$ cat src/rtl/sc_spi_pkg.sv
// Shared definitions for the SPI-engine input synchronizer.
// Channel modes and per-channel mode extraction.
package sc_spi_pkg;

  localparam logic [1:0] SC_SSS_LEVEL  = 2'b00;
  localparam logic [1:0] SC_SSS_TOGGLE = 2'b01;
  localparam logic [1:0] SC_SSS_RISE   = 2'b10;
  localparam logic [1:0] SC_SSS_FALL   = 2'b11;

  localparam int SC_SSS_MAX_CH = 32;

  function automatic logic [1:0] sss_mode(
    input logic [2*SC_SSS_MAX_CH-1:0] mode,
    input int                         ch
  );
    return mode[2*ch +: 2];
  endfunction

endpackage

$ cat src/rtl/sc_spi_sss_ch.sv
// One synchronizer channel: sync chain, glitch filter,
// delayed level and registered per-mode event.
module sc_spi_sss_ch
  import sc_spi_pkg::*;
#(
  parameter int         STAGES  = 2,
  parameter int         FILT_W  = 4,
  parameter logic [1:0] MODE_CH = SC_SSS_TOGGLE,
  parameter logic       INIT_CH = 1'b0
) (
  input  logic              SYSCLK,
  input  logic              SYSRST,
  input  logic              din,
  input  logic [FILT_W-1:0] filt_cnt,
  output logic              level,
  output logic              evt
);

  logic [STAGES-1:0] sync_q;
  logic [FILT_W-1:0] cnt_q;
  logic              s;
  logic              f_q;
  logic              f_d;
  logic              evt_nxt;

  assign s     = sync_q[STAGES-1];
  assign level = f_q;

  always_ff @(posedge SYSCLK or posedge SYSRST) begin
    if (SYSRST) begin
      sync_q <= {STAGES{INIT_CH}};
    end else begin
      sync_q <= {sync_q[STAGES-2:0], din};
    end
  end

  // >= keeps a lowered threshold from stranding cnt above it
  always_ff @(posedge SYSCLK or posedge SYSRST) begin
    if (SYSRST) begin
      f_q   <= INIT_CH;
      cnt_q <= '0;
    end else if (s == f_q) begin
      cnt_q <= '0;
    end else if (cnt_q >= filt_cnt) begin
      f_q   <= s;
      cnt_q <= '0;
    end else begin
      cnt_q <= cnt_q + 1'b1;
    end
  end

  always_comb begin
    evt_nxt = f_q;
    unique case (MODE_CH)
      SC_SSS_LEVEL:  evt_nxt = f_q;
      SC_SSS_TOGGLE: evt_nxt = f_q ^ f_d;
      SC_SSS_RISE:   evt_nxt = f_q & ~f_d;
      SC_SSS_FALL:   evt_nxt = ~f_q & f_d;
    endcase
  end

  always_ff @(posedge SYSCLK or posedge SYSRST) begin
    if (SYSRST) begin
      f_d <= INIT_CH;
      evt <= 1'b0;
    end else begin
      f_d <= f_q;
      evt <= evt_nxt;
    end
  end

endmodule

$ cat src/rtl/sc_spi_sss_multi.sv
// Multi-channel input synchronizer with sticky event
// flags (write-one-to-clear) and OR-reduced interrupt.
module sc_spi_sss_multi
  import sc_spi_pkg::*;
#(
  parameter int              CH     = 4,
  parameter int              STAGES = 2,
  parameter int              FILT_W = 4,
  parameter logic [2*CH-1:0] MODE   = {CH{2'b01}},
  parameter logic [CH-1:0]   INIT   = {CH{1'b0}}
) (
  input  logic              SYSCLK,
  input  logic              SYSRST,
  input  logic [CH-1:0]     ASYNC_IN,
  input  logic [FILT_W-1:0] FILT_CNT,
  input  logic [CH-1:0]     CLR,
  output logic [CH-1:0]     SYNC_OUT,
  output logic [CH-1:0]     EVENT,
  output logic [CH-1:0]     STICKY,
  output logic              IRQ
);

  logic [CH-1:0] pulse_en;

  for (genvar i = 0; i < CH; i++) begin : g_ch
    localparam logic [1:0] M = sss_mode(64'(MODE), i);

    assign pulse_en[i] = (M != SC_SSS_LEVEL);

    sc_spi_sss_ch #(
      .STAGES  (STAGES),
      .FILT_W  (FILT_W),
      .MODE_CH (M),
      .INIT_CH (INIT[i])
    ) u_ch (
      .SYSCLK   (SYSCLK),
      .SYSRST   (SYSRST),
      .din      (ASYNC_IN[i]),
      .filt_cnt (FILT_CNT),
      .level    (SYNC_OUT[i]),
      .evt      (EVENT[i])
    );
  end

  // set has priority over a simultaneous clear
  always_ff @(posedge SYSCLK or posedge SYSRST) begin
    if (SYSRST) begin
      STICKY <= '0;
    end else begin
      STICKY <= (STICKY & ~CLR) | (EVENT & pulse_en);
    end
  end

  assign IRQ = |STICKY;

endmodule

$ cat config.mk
export PLATFORM = sky130hd
export DESIGN_NAME = sc_spi_sss_multi
export DESIGN_NICKNAME = d
export VERILOG_FILES = /design/src/rtl/sc_spi_pkg.sv /design/src/rtl/sc_spi_sss_ch.sv /design/src/rtl/sc_spi_sss_multi.sv
export SDC_FILE = /design/constraint.sdc
export NUM_CORES = 1
export LEC_CHECK = 0
export ABC_AREA = 1
export CAP_MARGIN = 40
export CORE_MARGIN = 10
export CORE_UTILIZATION = 30
export CTS_CLUSTER_DIAMETER = 40
export CTS_CLUSTER_SIZE = 28
export DETAILED_ROUTE_END_ITERATION = 12
export PLACE_DENSITY = 0.52
export SLEW_MARGIN = 10
export SYNTH_ARGS = -nofsm -noshare
export SYNTH_HDL_FRONTEND = slang
export SYNTH_SLANG_ARGS = --single-unit
export TNS_END_PERCENT = 10
$ cat constraint.sdc
create_clock -name SYSCLK -period 1.3 [get_ports SYSCLK]
set_input_delay 0.325 -clock SYSCLK [delete_from_list [all_inputs] [get_ports SYSCLK]]
set_output_delay 0.325 -clock SYSCLK [all_outputs]
set_load 0.01 [all_outputs]
==> run_results.csv <==
group,metric,value,unit
run_status,outcome,"complete, no violations",
placed_design,routabilityCongestion,0.771,
critical_path,path_cells,"dlygate4sd2_1",
power_and_ir_drop,vdd_drop_max,729,uV
final_layout,multi_input_area,1000,um^2
power_and_ir_drop,finalPower,4.96,mW
drt,routed_wl,4010,um
floorplanning,fp.coreArea,6390,um^2
critical_path,startpoint_type,"flip-flop",
drt,drc,0,
drt,first_pass_iters,4,
drt,ant_nets,0,
critical_path,required,980,ps
critical_path,cp_slowest_cell,"dfrtp_1",
logic_synthesis,yosys.cell_count.top_type,"nand2_1",
critical_path,cp.arrival,960,ps
sta,setup_slack,10.1,ps
sta,fin_crit_sh,99.2,%
logic_synthesis,async_reset_ff_share,100,%
sta,period_minus_slack,1290,ps
final_layout,fin_area,2850,um^2
final_layout,diodes,0,
logic_synthesis,synth_edf_count,0,
sta,finClkSkew,2.06,ps
critical_path,r2r_setup_slack,50,ps
global_route,grt-ovfl-total,0,
hold_path,min_path_type,"reg2reg",
critical_path,end_kind,"output port",
clock_network,cts_buffers,5,
critical_path,cp_num_buf_inv,1,
logic_synthesis,synth_cell_types,13,
clock_network,holdBufCountCts,0,
final_layout,fillerInstances,616,
floorplanning,fp.dieW,101,um
floorplanning,initial_core_util,31.0,%
logic_synthesis,synth-seq-cells,40,
sta,setup-violations-final,0,
global_route,antenna_found_initial,0,
logic_synthesis,syn-num-nets,235,
logic_synthesis,synth_top_area_share,50.6,%
critical_path,crit_type,"reg2out",
placed_design,pre_cts_ws,-641,ps
sta,drv_slew,0,
sta,relSlewSlack,85.7,%
sta,hold_viol_final,0,
clock_network,clock_path_buffers,2,
clock_network,cts_tree,"yes",
logic_synthesis,yosysSeqAreaShare,50.6,%
sta,worst_pin_slew,215,ps
critical_path,critPathTopFamily,"flip-flops",
logic_synthesis,syn_area,1980,um^2
final_layout,final_nets,298,
sta,worst_hold_slack,350,ps
clock_network,clk_latency,290,ps
logic_synthesis,synth_top_area_cell,"dfrtp_1",
global_route,grtUsageTotal,8.33,%
final_layout,drive_gt1_share,35.6,%
drt,routed_via_density,4.25,
sta,rsz0062_at_grt,"true",
clock_network,cts_sinks,40,
clock_network,clkTransAtPathRegs,70,ps
clock_network,root_buffer,"clkbuf_8",
logic_synthesis,yosys-top-cells-count,"nand2_1 (48), dfrtp_1 (40), inv_1 (28)",
power_and_ir_drop,powerDensity,1740,nW/um^2
clock_network,htree_levels,2,
global_route,grt_pass1_wl,6860,um
global_route,grt_max_degree,35,
floorplanning,die-area,10200,um^2
logic_synthesis,syn_area_per_cell,9.84,um^2
final_layout,seq_area,1000,um^2
logic_synthesis,synth.area.top_cells,"dfrtp_1 (51%), ha_1 (13%), nand2_1 (9.1%)",
power_and_ir_drop,leakage,1.48,nW
final_layout,area_growth,43.8,%
floorplanning,num_io_pins,27,
drt,vias,1448,
logic_synthesis,syn_inst,201,
floorplanning,rows,29,
placed_design,dp_hpwl,2920,um
critical_path,max_stage_delay,390,ps
global_route,grt_pass1_vias,1531,
logic_synthesis,yosys_warnings,0,
logic_synthesis,ys.flop_type,"dfrtp_1",
floorplanning,die_h,101,um
placed_design,dpl_cell_area,2540,um^2
run,cap_violations,0,
sta,fmax,775,MHz
drt,wire_per_inst,11.7,um
critical_path,cp_max_fo,2,
drt,drtIter0Drc,15,
placed_design,port-buffer-count,26,
what timing repair did:
item / 4_1_cts / 5_1_grt
buffers inserted: 0 / 4
pin swaps: 5 / 10
setup endpoints to repair: 33 / 27
resized for setup: 43 / 31
through the flow:
step,std cells,utilization [%],setup TNS (ps)
after detailed placement,330,39.8,-10980
after CTS,337,42.5,-3.23
after global routing,341,44.6,-182
after global placement,330,39.8,-10500
final,341,44.6,0
after floorplan,201,-,0
cells in the final DEF (no fill, tap or decap), types with 3 or more instances in the layout:
cell type,n
o21bai_1,8
nand3_4,3
a21oi_2,3
buf_4,37
inv_1,16
inv_2,12
nand4_1,9
clkdlybuf4s15_1,9
xor2_1,8
nand2_1,35
clkbuf_8,7
ha_1,13
nor2_2,4
dlygate4sd2_1,7
ha_4,7
nand3_1,4
nand2_2,12
nor2_1,12
dfrtp_1,40
xor2_2,4
clkdlybuf4s50_1,9
area by class of cell:
class	count	share of cell area, %
Clock buffer	7	3.39
Inverter	28	3.69
Multi-Input combinational cell	125	35.2
Sequential cell	40	35.2
Tap cell	77	3.39
Timing Repair Buffer	64	19.1
kinds of logic after synthesis:
kind of cell	synth area share, %
AOI/OAI and AO/OA	4.05
buffers and inverters	8.35
adders and majority gates	12.7
and+or+nand+nor	17.5
DFF	50.6
xor gates and xnor gates	6.83
worst register-to-register path: cells and delay by family, from the launching register on:
family	cells	cell delay (ps)
adders and majority gates	1	290
buffers and inverters	2	210
DFF	1	410
and+or+nand+nor	4	240
per-layer routing:
layer	up-vias	GRT usage (%)	share of wire, %
met5	-	0	0
met4	0	3.86	1.9
met3	6	3.20	6.7
met2	26	13.6	47
met1	660	9.40	44
li1	756	-	-
final timing paths:
path	startpoint	end	depth (start not counted)
min	g_ch[1].u_ch.sync_q[0]	g_ch[1].u_ch.sync_q[1]	0
max	STICKY[0]	STICKY[0]	1
min reg2reg	g_ch[1].u_ch.sync_q[0]	g_ch[1].u_ch.sync_q[1]	0
min in group asynchronous	SYSRST	g_ch[1].u_ch.evt	3
max reg2reg	g_ch[3].u_ch.cnt_q[3]	g_ch[3].u_ch.level	7
max in group asynchronous	SYSRST	g_ch[2].u_ch.cnt_q[3]	3
state kept, by name (all words and copies together), names as in the netlist:
signal	cells
STICKY	4
g_ch.u_ch.cnt_q	16
g_ch.u_ch.evt	4
g_ch.u_ch.f_d	4
g_ch.u_ch.level	4
g_ch.u_ch.sync_q	8
power by group:
part	internal [mW]	switching (mW)	leakage, nW	total [mW]
combinational	1.15	1.09	0.927	2.23
clock	0.473	0.420	0.0503	0.892
sequential	1.62	0.208	0.500	1.83
Note: power is estimated with default switching activity, not from simulation.
